==> config.mk <==
export PLATFORM = sky130hd
export DESIGN_NAME = bus_arbiter
export DESIGN_NICKNAME = d
export VERILOG_FILES = /design/src/rtl/bus_arbiter.sv
export SDC_FILE = /design/constraint.sdc
export NUM_CORES = 1
export LEC_CHECK = 0
export CAP_MARGIN = 20
export CORE_MARGIN = 3
export CORE_UTILIZATION = 30
export DETAILED_ROUTE_END_ITERATION = 8
export PLACE_DENSITY_LB_ADDON = 0.3
export REMOVE_ABC_BUFFERS = 1
export SLEW_MARGIN = 10
export SYNTH_ARGS = -nofsm -noshare
export SYNTH_HDL_FRONTEND = slang
export SYNTH_SLANG_ARGS = --single-unit
export TNS_END_PERCENT = 10
==> constraint.sdc <==
create_clock -name clk -period 3.9 [get_ports clk]
set_clock_uncertainty 0.05 [all_clocks]
set_input_delay 0.39 -clock clk [delete_from_list [all_inputs] [get_ports clk]]
set_output_delay 0.39 -clock clk [all_outputs]
set_load 0.02 [all_outputs]
==> src/rtl/bus_arbiter.sv <==
// Two-master bus arbiter with grant hold, watchdog release and one-cycle turnaround.
// Define BUS_ARB_ROUND_ROBIN_EN for round-robin contention; default is fixed priority (master 1).
module bus_arbiter #(
    parameter int unsigned TIMEOUT_CYCLES = 64
) (
    input  logic clk,
    input  logic rst_n,
    input  logic m1_req,
    input  logic m2_req,
    input  logic bus_s_ack,
    output logic m1_grant,
    output logic m2_grant,
    output logic msel,
    output logic arb_timeout,
    output logic arb_busy
);

    localparam int unsigned WD_W = (TIMEOUT_CYCLES > 1) ? $clog2(TIMEOUT_CYCLES) : 1;
    localparam logic [WD_W-1:0] WD_LAST = WD_W'(TIMEOUT_CYCLES - 1);

    typedef enum logic [1:0] {
        S_IDLE    = 2'd0,
        S_GRANT1  = 2'd1,
        S_GRANT2  = 2'd2,
        S_RELEASE = 2'd3
    } state_e;

    state_e          state_q, state_d;
    logic [WD_W-1:0] wd_cnt_q, wd_cnt_d;
    logic            msel_q, msel_d;
    logic            timeout_q, timeout_d;
    logic            m1_grant_q, m2_grant_q, busy_q;
    logic            owner_req;
    logic            wd_expire;
    logic            pick_m2;

`ifdef BUS_ARB_ROUND_ROBIN_EN
    // last_owner_q: 0 = master 1 held the bus last, 1 = master 2.
    logic last_owner_q;

    assign pick_m2 = m2_req && (!m1_req || !last_owner_q);

    always_ff @(posedge clk or negedge rst_n) begin
        if (!rst_n) begin
            last_owner_q <= 1'b1;
        end else if (state_q == S_IDLE && (m1_req || m2_req)) begin
            last_owner_q <= pick_m2;
        end
    end
`else
    assign pick_m2 = m2_req && !m1_req;
`endif

    assign owner_req = (state_q == S_GRANT2) ? m2_req : m1_req;
    assign wd_expire = (wd_cnt_q == WD_LAST) && !bus_s_ack;

    always_comb begin
        // NOTE: every signal gets a default before the case so no path leaves it unassigned (no latch).
        state_d   = state_q;
        wd_cnt_d  = wd_cnt_q;
        msel_d    = msel_q;
        timeout_d = 1'b0;
        unique case (state_q)
            S_IDLE: begin
                if (m1_req || m2_req) begin
                    state_d  = pick_m2 ? S_GRANT2 : S_GRANT1;
                    msel_d   = pick_m2;
                    wd_cnt_d = '0;
                end
            end
            S_GRANT1, S_GRANT2: begin
                // Ack and request drop both win over the watchdog, so no pulse accompanies them.
                if (bus_s_ack || !owner_req) begin
                    state_d = S_RELEASE;
                end else if (wd_expire) begin
                    state_d   = S_RELEASE;
                    timeout_d = 1'b1;
                end else begin
                    wd_cnt_d = wd_cnt_q + 1'b1;
                end
            end
            S_RELEASE: state_d = S_IDLE;
            default:   state_d = S_IDLE;
        endcase
    end

    always_ff @(posedge clk or negedge rst_n) begin
        if (!rst_n) begin
            state_q    <= S_IDLE;
            wd_cnt_q   <= '0;
            msel_q     <= 1'b0;
            timeout_q  <= 1'b0;
            m1_grant_q <= 1'b0;
            m2_grant_q <= 1'b0;
            busy_q     <= 1'b0;
        end else begin
            // NOTE: non-blocking assignments so every flop samples pre-edge values.
            state_q    <= state_d;
            wd_cnt_q   <= wd_cnt_d;
            msel_q     <= msel_d;
            timeout_q  <= timeout_d;
            m1_grant_q <= (state_d == S_GRANT1);
            m2_grant_q <= (state_d == S_GRANT2);
            busy_q     <= (state_d == S_GRANT1) || (state_d == S_GRANT2);
        end
    end

    assign m1_grant    = m1_grant_q;
    assign m2_grant    = m2_grant_q;
    assign msel        = msel_q;
    assign arb_timeout = timeout_q;
    assign arb_busy    = busy_q;

endmodule

# --- After elaboration in Yosys (flattened, before gate mapping) ---
# Index checks and enable logic that the tools add are counted.
op_classes:
  add_sub_neg: 1
  eq_ne: 9
  n_mux: 13
  reduce_logical: 13
op_table:
  columns: ["cell", "n"]
  rows:
  - ["two-way mux 6 bit", 3]
  - ["one-hot mux 6 bit (2 select lines)", 1]
  - ["two-way mux 2 bit", 4]
  - ["adder 6 x 1 -> 6 bit (second input constant)", 1]
  - ["== test 2 bit (second input constant)", 3]
  - ["== test 6 bit (second input constant)", 1]
  - ["inequality test 2 bit (second input constant)", 3]
  - ["one-hot mux 2 bit (3 select lines)", 1]
  - ["== test 2 x 1 -> 1 bit (second input constant)", 2]
  - ["two-way mux 1 bit", 4]
  - ["AND reduction 4 bit", 1]
  - ["logical NOT 1 bit", 3]
  - ["logical OR 1 bit", 3]
  - ["logical AND 1 bit", 2]
  - ["logical NOT 2 bit", 1]
  - ["AND reduction 2 bit", 1]
  - ["nonzero test 2 bit", 1]
  - ["OR reduction 2 bit", 1]
word_totals:
  reg_bits: 13
  in_bits: 5
  output_inout_bits: 5
  elab_cells: 43

# --- Depth between registers and ports, before layout ---
# Gate-level depths: netlist of the first run.
depth:
  word_depth: 8
  ltp_mapped: 9
  ltp_nobuf: 9

# --- Least setup slack after synthesis of the first run ---
# OpenSTA, ideal clock, no wires.
synth_path:
  path_kind: "register to register"
  start: "register wd_cnt_q[0]"
  end: "register busy_q (netlist: arb_busy)"
  setup_ns: 0.113
  arrival_time_ns: 1.646
  required_ns: 3.737
  setup_slack_ns: 2.091
  path_stages_with_launch: 8
  n_path_buf: 0
  synth_period_minus_slack_ns: 1.809
  cell_sequence: "dfrtp_1 -> ha_1 -> nand2_2 -> or4_4 -> nand2_1 -> o31ai_1 -> ha_1 -> inv_1"
synth_between:
  elab_chain_cells: 7
  elab_cells_between_ends: 8
  classes_between: "eq/ne: 3; mux: 3; reduce/logical: 2"
synth_lines:
  columns: ["element", "line", "source"]
  rows:
  - ["from (decl)", "29", "logic [WD_W-1:0] wd_cnt_q, wd_cnt_d;"]
  - ["from (signal assigned)", "99", "wd_cnt_q <= wd_cnt_d;"]
  - ["== test 6 bit (*)", "55", "assign wd_expire = (wd_cnt_q == WD_LAST) && !bus_s_ack;"]
  - ["logical AND 1 bit (*)", "55", null]
  - ["two-way mux 2 bit (*)", "75", "end else if (wd_expire) begin"]
  - ["two-way mux 2 bit (*)", "73", "if (bus_s_ack || !owner_req) begin"]
  - ["one-hot mux 2 bit (3 select lines) (*)", "63", "unique case (state_q)"]
  - ["== test 2 x 1 -> 1 bit / == test 2 bit (equally long branches)", "104", "busy_q <= (state_d == S_GRANT1) || (state_d == S_GRANT2);"]
  - ["logical OR 1 bit (*)", "104", null]
  - ["to (signal assigned)", "104", null]
  - ["to (decl)", "32", "logic m1_grant_q, m2_grant_q, busy_q;"]
# Mark *: on every way between the ends. The rest lies on a longest branch, timed or not.
# A chain may end at the register's enable or synchronous reset.

# --- Final worst setup path of the first run ---
layout_path:
  start: "register state_q[1]"
  end: "register wd_cnt_q[3]"
layout_between:
  elab_chain_cells: 6
  elab_cells_between_ends: 13
  classes_between: "eq/ne: 5; mux: 2; reduce/logical: 6"
layout_lines:
  columns: ["element", "line", "source"]
  rows:
  - ["from (decl)", "28", "state_e state_q, state_d;"]
  - ["from (signal assigned)", "98", "state_q <= state_d;"]
  - ["== test 2 bit", "54, 63", null]
  - ["two-way mux 1 bit", "54", "assign owner_req = (state_q == S_GRANT2) ? m2_req : m1_req;"]
  - ["logical NOT 1 bit", "73", null]
  - ["logical OR 1 bit", "73", null]
  - ["inequality test 2 bit (no source line)", null, null]
  - ["AND reduction 4 bit (no source line)", null, null]
# Several ways; a longest one is shown, not always the timed one.

==> results of run 1 <==
## cells by family (layout without fill, tap and decap cells)
| kind of cell | after synthesis | after routing |
|---|---|---|
| adders and majority gates | 5 | 5 |
| DFF | 13 | 13 |
| and+or+nand+nor | 29 | 29 |
| buffers and inverters | 9 | 19 |
| AOI/OAI and AO/OA | 22 | 22 |
## power by group
group,internal (mW),leakage [nW],switching (mW)
logic,0.140,0.180,0.209
clock network,0.0381,0.0177,0.0504
registers,0.180,0.170,0.0310
total,0.358,0.368,0.290
## worst max path at each step
| stage | start | end | slack, ns |
|---|---|---|---|
| after global routing | state_q[1] | wd_cnt_q[3] | 1.61 |
| after global placement | m1_req | arb_busy | 1.72 |
| final | state_q[1] | wd_cnt_q[3] | 1.84 |
| after CTS | state_q[1] | wd_cnt_q[3] | 1.84 |
| after floorplan | wd_cnt_q[0] | arb_busy | 2.09 |
| after detailed placement | bus_s_ack | arb_busy | 1.71 |
## worst max-delay path: stages, from the launching register on
cell and delay, ns:
dfrtp_1 0.41, inv_1 0.06, ha_1 0.51, nand2b_1 0.11, a21oi_2 0.18, or2_1 0.28, a41oi_1 0.15, a211oi_1 0.21
## flip-flops by register name (all words and copies together) (netlist names)
signal	count
arb_busy	1
arb_timeout	1
m1_grant	1
m2_grant	1
msel	1
state_q	2
wd_cnt_q	6
## area by class of cell
cell class	count	area (um2)	share of cell area
Tap cell	28	35.0	0.0402
Sequential cell	13	325	0.374
Clock inverter	1	5.00	0.00575
Timing Repair Buffer	9	90.1	0.103
Inverter	6	22.5	0.0259
Multi-Input combinational cell	56	370	0.425
Clock buffer	3	22.5	0.0259
## stage by stage
stage                     hold slack [ns]  worst slack (ns)  total power, mW   util
after floorplan                    0.0444              2.09            0.460      -
after global placement              0.458              1.72            0.557  0.371
after detailed placement            0.463              1.71            0.565  0.371
after CTS                           0.451              1.84            0.656  0.383
after global routing                0.474              1.61            0.713  0.383
final                               0.407              1.84            0.648  0.383
## per-layer routing
layer | vias to the layer above | part of all wire | global-route usage
li1 | 299 | - | -
met1 | 272 | 0.47 | 0.131
met2 | 11 | 0.47 | 0.150
met3 | 4 | 0.046 | 0.0441
met4 | 0 | 0.012 | 0.0417
met5 | - | 0 | 0
## layout by cell type, fill, tap and decap left out
cell type	instances
clkinv_2	1
nand4_1	2
dfrtp_1	13
a41oi_1	2
a21oi_1	8
o211ai_1	1
clkbuf_4	3
o31ai_1	2
and3_1	1
a211oi_1	1
o2111ai_1	1
a21oi_2	1
or2_1	1
or4_4	1
nor3b_4	1
nor3_1	1
o21ai_1	2
o21ai_0	3
nor3b_1	1
nand3_1	4
o21a_1	1
nand2_2	1
nor4_2	1
nor2_1	7
clkdlybuf4s50_1	9
nand2_1	5
nand2b_1	3
inv_1	5
ha_1	5
inv_2	1
## Yosys cell counts
master	n
buf_4	2
nor2_1	7
buf_2	1
a211oi_1	1
nand2_1	5
nand2_2	1
o31ai_1	2
dfrtp_1	13
a21oi_1	8
inv_1	5
o21ai_0	3
nand2b_1	3
nor3b_1	1
and3_1	1
a41oi_1	2
nor3_1	1
inv_2	1
a21oi_2	1
nor4_2	1
nand4_1	2
o211ai_1	1
o21a_1	1
or2_1	1
nand3_1	4
o2111ai_1	1
ha_1	5
or4_4	1
nor3b_4	1
o21ai_1	2
==> out/metrics.yaml, run 1 <==
pwr:
  leakagePower_nw: 0.368
  vdd_drop_max_v: 0.000441
  pwr_density_cell_nw_per_um2: 744
floorplanning:
  boundaryPins: 10
  chipWidth_um: 55.6
  die_h_um: 55.6
  rows: 17
  coreArea_um2: 2280
  start_util: 0.324
  fp.dieArea_um2: 3090
detailed_routing:
  routedWlPerCell_um: 12.1
  ant_nets: 0
  drtIter0Drc: 13
  first_pass_iters: 4
  vias_per_cell: 5.05
  routed_wl_um: 1400
  vias: 586
  post-route-drc-count: 0
layout:
  drive_above_1_share: 0.114
  layout.nets: 99
  postLayoutCellArea_um2: 871
  n_fill_cell: 217
  area_growth_pct: 18.0
  num_antenna_cells: 0
  stdcell_count: 116
synthesis:
  ys_types: 29
  yosys.area.top_type: "dfrtp_1"
  yosys-top-cells-area: "dfrtp_1 44%, ha_1 8.5%, a21oi_1 5.4%"
  synth-seq-cells: 13
  syn_area_um2: 738
  yosysWarnings: 0
  ys_seq_area_frac: 0.441
  synth_top_area_frac: 0.441
  synth-simple-area-share: 0.231
  synth_xor_area_frac: 0
  synth-compound-area-share: 0.186
  synth_top_family_by_area: "simple AND/OR/NAND/NOR gates"
  synthCells: 78
  syn_avg_cell_area_um2: 9.46
  synthAdderAreaFrac: 0.0847
  synthMuxAreaShare: 0
setup_path:
  crit_arrival_ns: 2.20
  rr_worst_depth: 7
  timing.rr.end: "wd_cnt_q[3]"
  start_kind: "register"
  r2r_start: "state_q[1]"
  crit_required_ns: 4.04
  r2r_setup_slack_ns: 1.84
  critPathKind: "reg2reg"
  end_kind: "register"
  cp_max_fo: 11
cts:
  cts_root_buffer: "clkbuf_4"
  clock_path_buffers: 2
  numCtsBuffers: 3
  hold_buffers: 0
  htreeDepth: 1
  cts.sinks: 13
  clk_latency_ns: 0.29
  post_cts.repair.setup_buffers: 0
  cts.reportedPaths.clkPinSlew_ns: 0.09
  post_cts_resized: 0
  cts_tree: "done"
place:
  placed_area_um2: 843
  dp_hpwl_um: 1020
  place_congestion: 0.796
  portBuffers: 9
  dp_cells: 112
global_route:
  grt_overflow_total: 0
  grt_max_degree: 14
  grt_first_pass_wirelength_um: 2450
  antenna_found_initial: 0
  track_usage: 0.102
  grt_pass1_vias: 554
timing:
  setup_tns_ns: 0
  fmax_ghz: 0.486
  min_period_ns: 2.06
  maxSlewHeadroom: 0.618
  post-route-period-util: 0.527
  worst_slew_pin_slew_ns: 0.571
  finalSetupViolCount: 0
  rsz0062_at_grt: "false"
  hold_viol_final: 0
  final_max_slew_viol_count: 0
status:
  outcome: "finished, final reports clean"
worst_hold_path:
  hp-class: "in2async"
run:
  cap_violations: 0
Power figures use the tool's default switching activity.
==> run 2, diff against run 1 <==
==> constraint.sdc (replaced) <==
create_clock -name clk -period 1.9 [get_ports clk]
set_clock_uncertainty 0.05 [all_clocks]
set_input_delay 0.19 -clock clk [delete_from_list [all_inputs] [get_ports clk]]
set_output_delay 0.19 -clock clk [all_outputs]
set_load 0.02 [all_outputs]
==> run 2 against run 1 <==
Register-to-register slack lost 1.8 ns. First-iteration DRC count fell by 62%. Clock power grew 90%. Flip-flop and latch count unchanged. Total power grew 140%. Core utilization grew 6.8 points. Final cell count rose by 14%. Final area increased by 18%.
==> out/metrics.yaml, run 2 (same netlist as run 1, synthesis figures left out) <==
place:
  dp_hpwl_um: 1150  # +12%
  portBuffers: 9  # unchanged
  place_congestion: 0.776  # -2.5%
  place_ws_ns: -0.0144  # -1.73 ns
  placed_area_um2: 963  # +14%
floorplanning:
  fp.dieArea_um2: 3090  # unchanged
  chipWidth_um: 55.6  # unchanged
  boundaryPins: 10  # unchanged
  coreArea_um2: 2280  # unchanged
  start_util: 0.324  # unchanged
  rows: 17  # unchanged
  die_h_um: 55.6  # unchanged
setup_path:
  rr_worst_depth: 8  # +1
  slowest_delay_ns: 0.52  # about the same
  timing.rr.end: "arb_busy"
  end_kind: "register"
  cpMaxStageDelayCell: "or4_4"
  critPathKind: "reg2reg"
  r2r_setup_slack_ns: 0.08  # -1.77 ns
  start_kind: "register"
  cp_max_fo: 3  # -8
  path_buf_inv: 1  # unchanged
  path_cells: "ha_4, nand2_2, or4_4, nand2_4, nor2_2, o21ai_1, ha_1, inv_1"
  crit_required_ns: 2.06  # -1.98 ns
  crit_family: "simple AND/OR/NAND/NOR gates"
  r2r_start: "wd_cnt_q[1]"
  crit_arrival_ns: 1.98  # -0.22 ns
global_route:
  grt_overflow_total: 0  # unchanged
  grt_pass1_vias: 660  # +19%
  antenna_found_initial: 0  # unchanged
  track_usage: 0.114  # +0.0123
  grt_max_degree: 14  # unchanged
  grt_first_pass_wirelength_um: 2840  # +16%
detailed_routing:
  routed_wl_um: 1500  # +7.3%
  ant_nets: 0  # unchanged
  first_pass_iters: 4  # unchanged
  routedWlPerCell_um: 11.4  # -5.7%
  vias: 652  # +11%
  vias_per_cell: 4.94  # -2.2%
  drtIter0Drc: 5  # -8
  post-route-drc-count: 0  # unchanged
cts:
  cts.reportedPaths.clkPinSlew_ns: 0.08  # about the same
  cts_root_buffer: "clkbuf_4"
  clock_path_buffers: 2  # unchanged
  numCtsBuffers: 3  # unchanged
  post_cts.repair.setup_buffers: 0  # unchanged
  htreeDepth: 1  # unchanged
  clk_latency_ns: 0.27  # -0.02 ns
  cts_tree: "done"
  cts.sinks: 13  # unchanged
layout:
  n_fill_cell: 229  # +5.5%
  postLayoutCellArea_um2: 1030  # +18%
  largestRegisters: "wd_cnt_q (6), state_q (2)"
  final_cell_mix: "16 x buf_4, 13 x dfrtp_1, 9 x clkdlybuf4s50_1, 7 x a21oi_1, 6 x nor2_1"
  drive_above_1_share: 0.308  # +0.194
  top_register: "wd_cnt_q"
  area_growth_pct: 39.0
  final_common_cell: "buf_4"
  num_antenna_cells: 0  # unchanged
  largest_reg_flops: 6  # unchanged
  layout.nets: 115  # +16%
pwr:
  pwr_density_cell_nw_per_um2: 1540  # +110%
  p_seq_frac: 0.268  # -0.058
  combPwrFrac: 0.627  # +0.089
  power.internal_mw: 0.949  # +160%
  leakagePower_nw: 0.445  # +21%
  totalPowerFinal_mw: 1.58  # +140%
  switchingPower_mw: 0.635  # +120%
  vdd_drop_max_v: 0.000834  # +89%
  pwr-share-clk: 0.106  # -0.031
  switching_share: 0.401  # -0.0464
worst_hold_path:
  hp-class: "in2async"
timing:
  worst_slew_pin_slew_ns: 0.601  # +0.0294 ns
  setup_ws_ns: 0.0783  # -1.77 ns
  rsz0062_at_grt: "true"
  min_period_ns: 1.82  # -0.235 ns
  final_max_slew_viol_count: 0  # unchanged
  post-route-period-util: 0.959  # +0.431
  finalSetupViolCount: 0  # unchanged
  maxSlewHeadroom: 0.598  # -0.0197
  hold_viol_final: 0  # unchanged
  whs_ns: 0.241  # -0.166 ns
  fmax_ghz: 0.549  # +13%
status:
  outcome: "finished, final reports clean"
run:
  cap_violations: 0  # unchanged
==> run 2: worst max path at each step <==
stage | startpoint | to | cells after the start
final | wd_cnt_q[1] | arb_busy | 8
after detailed placement | bus_s_ack | arb_busy | 7
after floorplan | wd_cnt_q[0] | arb_busy | 7
after CTS | wd_cnt_q[0] | arb_busy | 8
after global placement | bus_s_ack | arb_busy | 7
after global routing | state_q[0] | m2_grant | 9
==> run 2: cell type report <==
class	count	area (um2)	area share
Timing Repair Buffer	25	210	0.205
Inverter	6	22.5	0.0220
Tap cell	28	35.0	0.0341
Clock buffer	4	26.3	0.0256
Multi-Input combinational cell	56	407	0.396
Sequential cell	13	325	0.317
==> run 2: worst register-to-register path, cell delays in order, from the launching register on <==
cell,delay (ns)
dfrtp_1,0.40
ha_4,0.17
nand2_2,0.06
or4_4,0.52
nand2_4,0.10
nor2_2,0.05
o21ai_1,0.13
ha_1,0.24
inv_1,0.05
==> run 2: metal layers <==
| layer | GRT usage | vias to the layer above | part of all wire |
|---|---|---|---|
| met1 | 0.142 | 308 | 0.45 |
| li1 | - | 331 | - |
| met4 | 0.0625 | 0 | 0.0087 |
| met2 | 0.191 | 11 | 0.50 |
| met5 | 0 | - | 0 |
| met3 | 0.0139 | 2 | 0.032 |
==> run 2: repair_timing <==
item,in CTS,in global routing
resized for setup,0,9
hold buffers,0,0
endpoints found under the setup margin,0,7
==> run 2: power by group through the flow <==
stage / clock (mW) / sequential [mW] / combinational (mW)
3_3_place_gp: 0 / 0.419 / 0.945
2_1_floorplan: 0 / 0.474 / 0.469
4_1_cts: 0.178 / 0.414 / 0.954
5_1_grt: 0.191 / 0.436 / 1.13
6_report: 0.168 / 0.424 / 0.993
3_5_place_dp: 0 / 0.418 / 0.947
==> run 2: per-stage QoR <==
stage                     TNS, ns   util  cells
final                           0  0.451    132
after global routing      -0.0555  0.451    132
after CTS                       0  0.435    132
after detailed placement  -0.0144  0.423    128
after global placement          0  0.423    128
after floorplan                 0      -     75
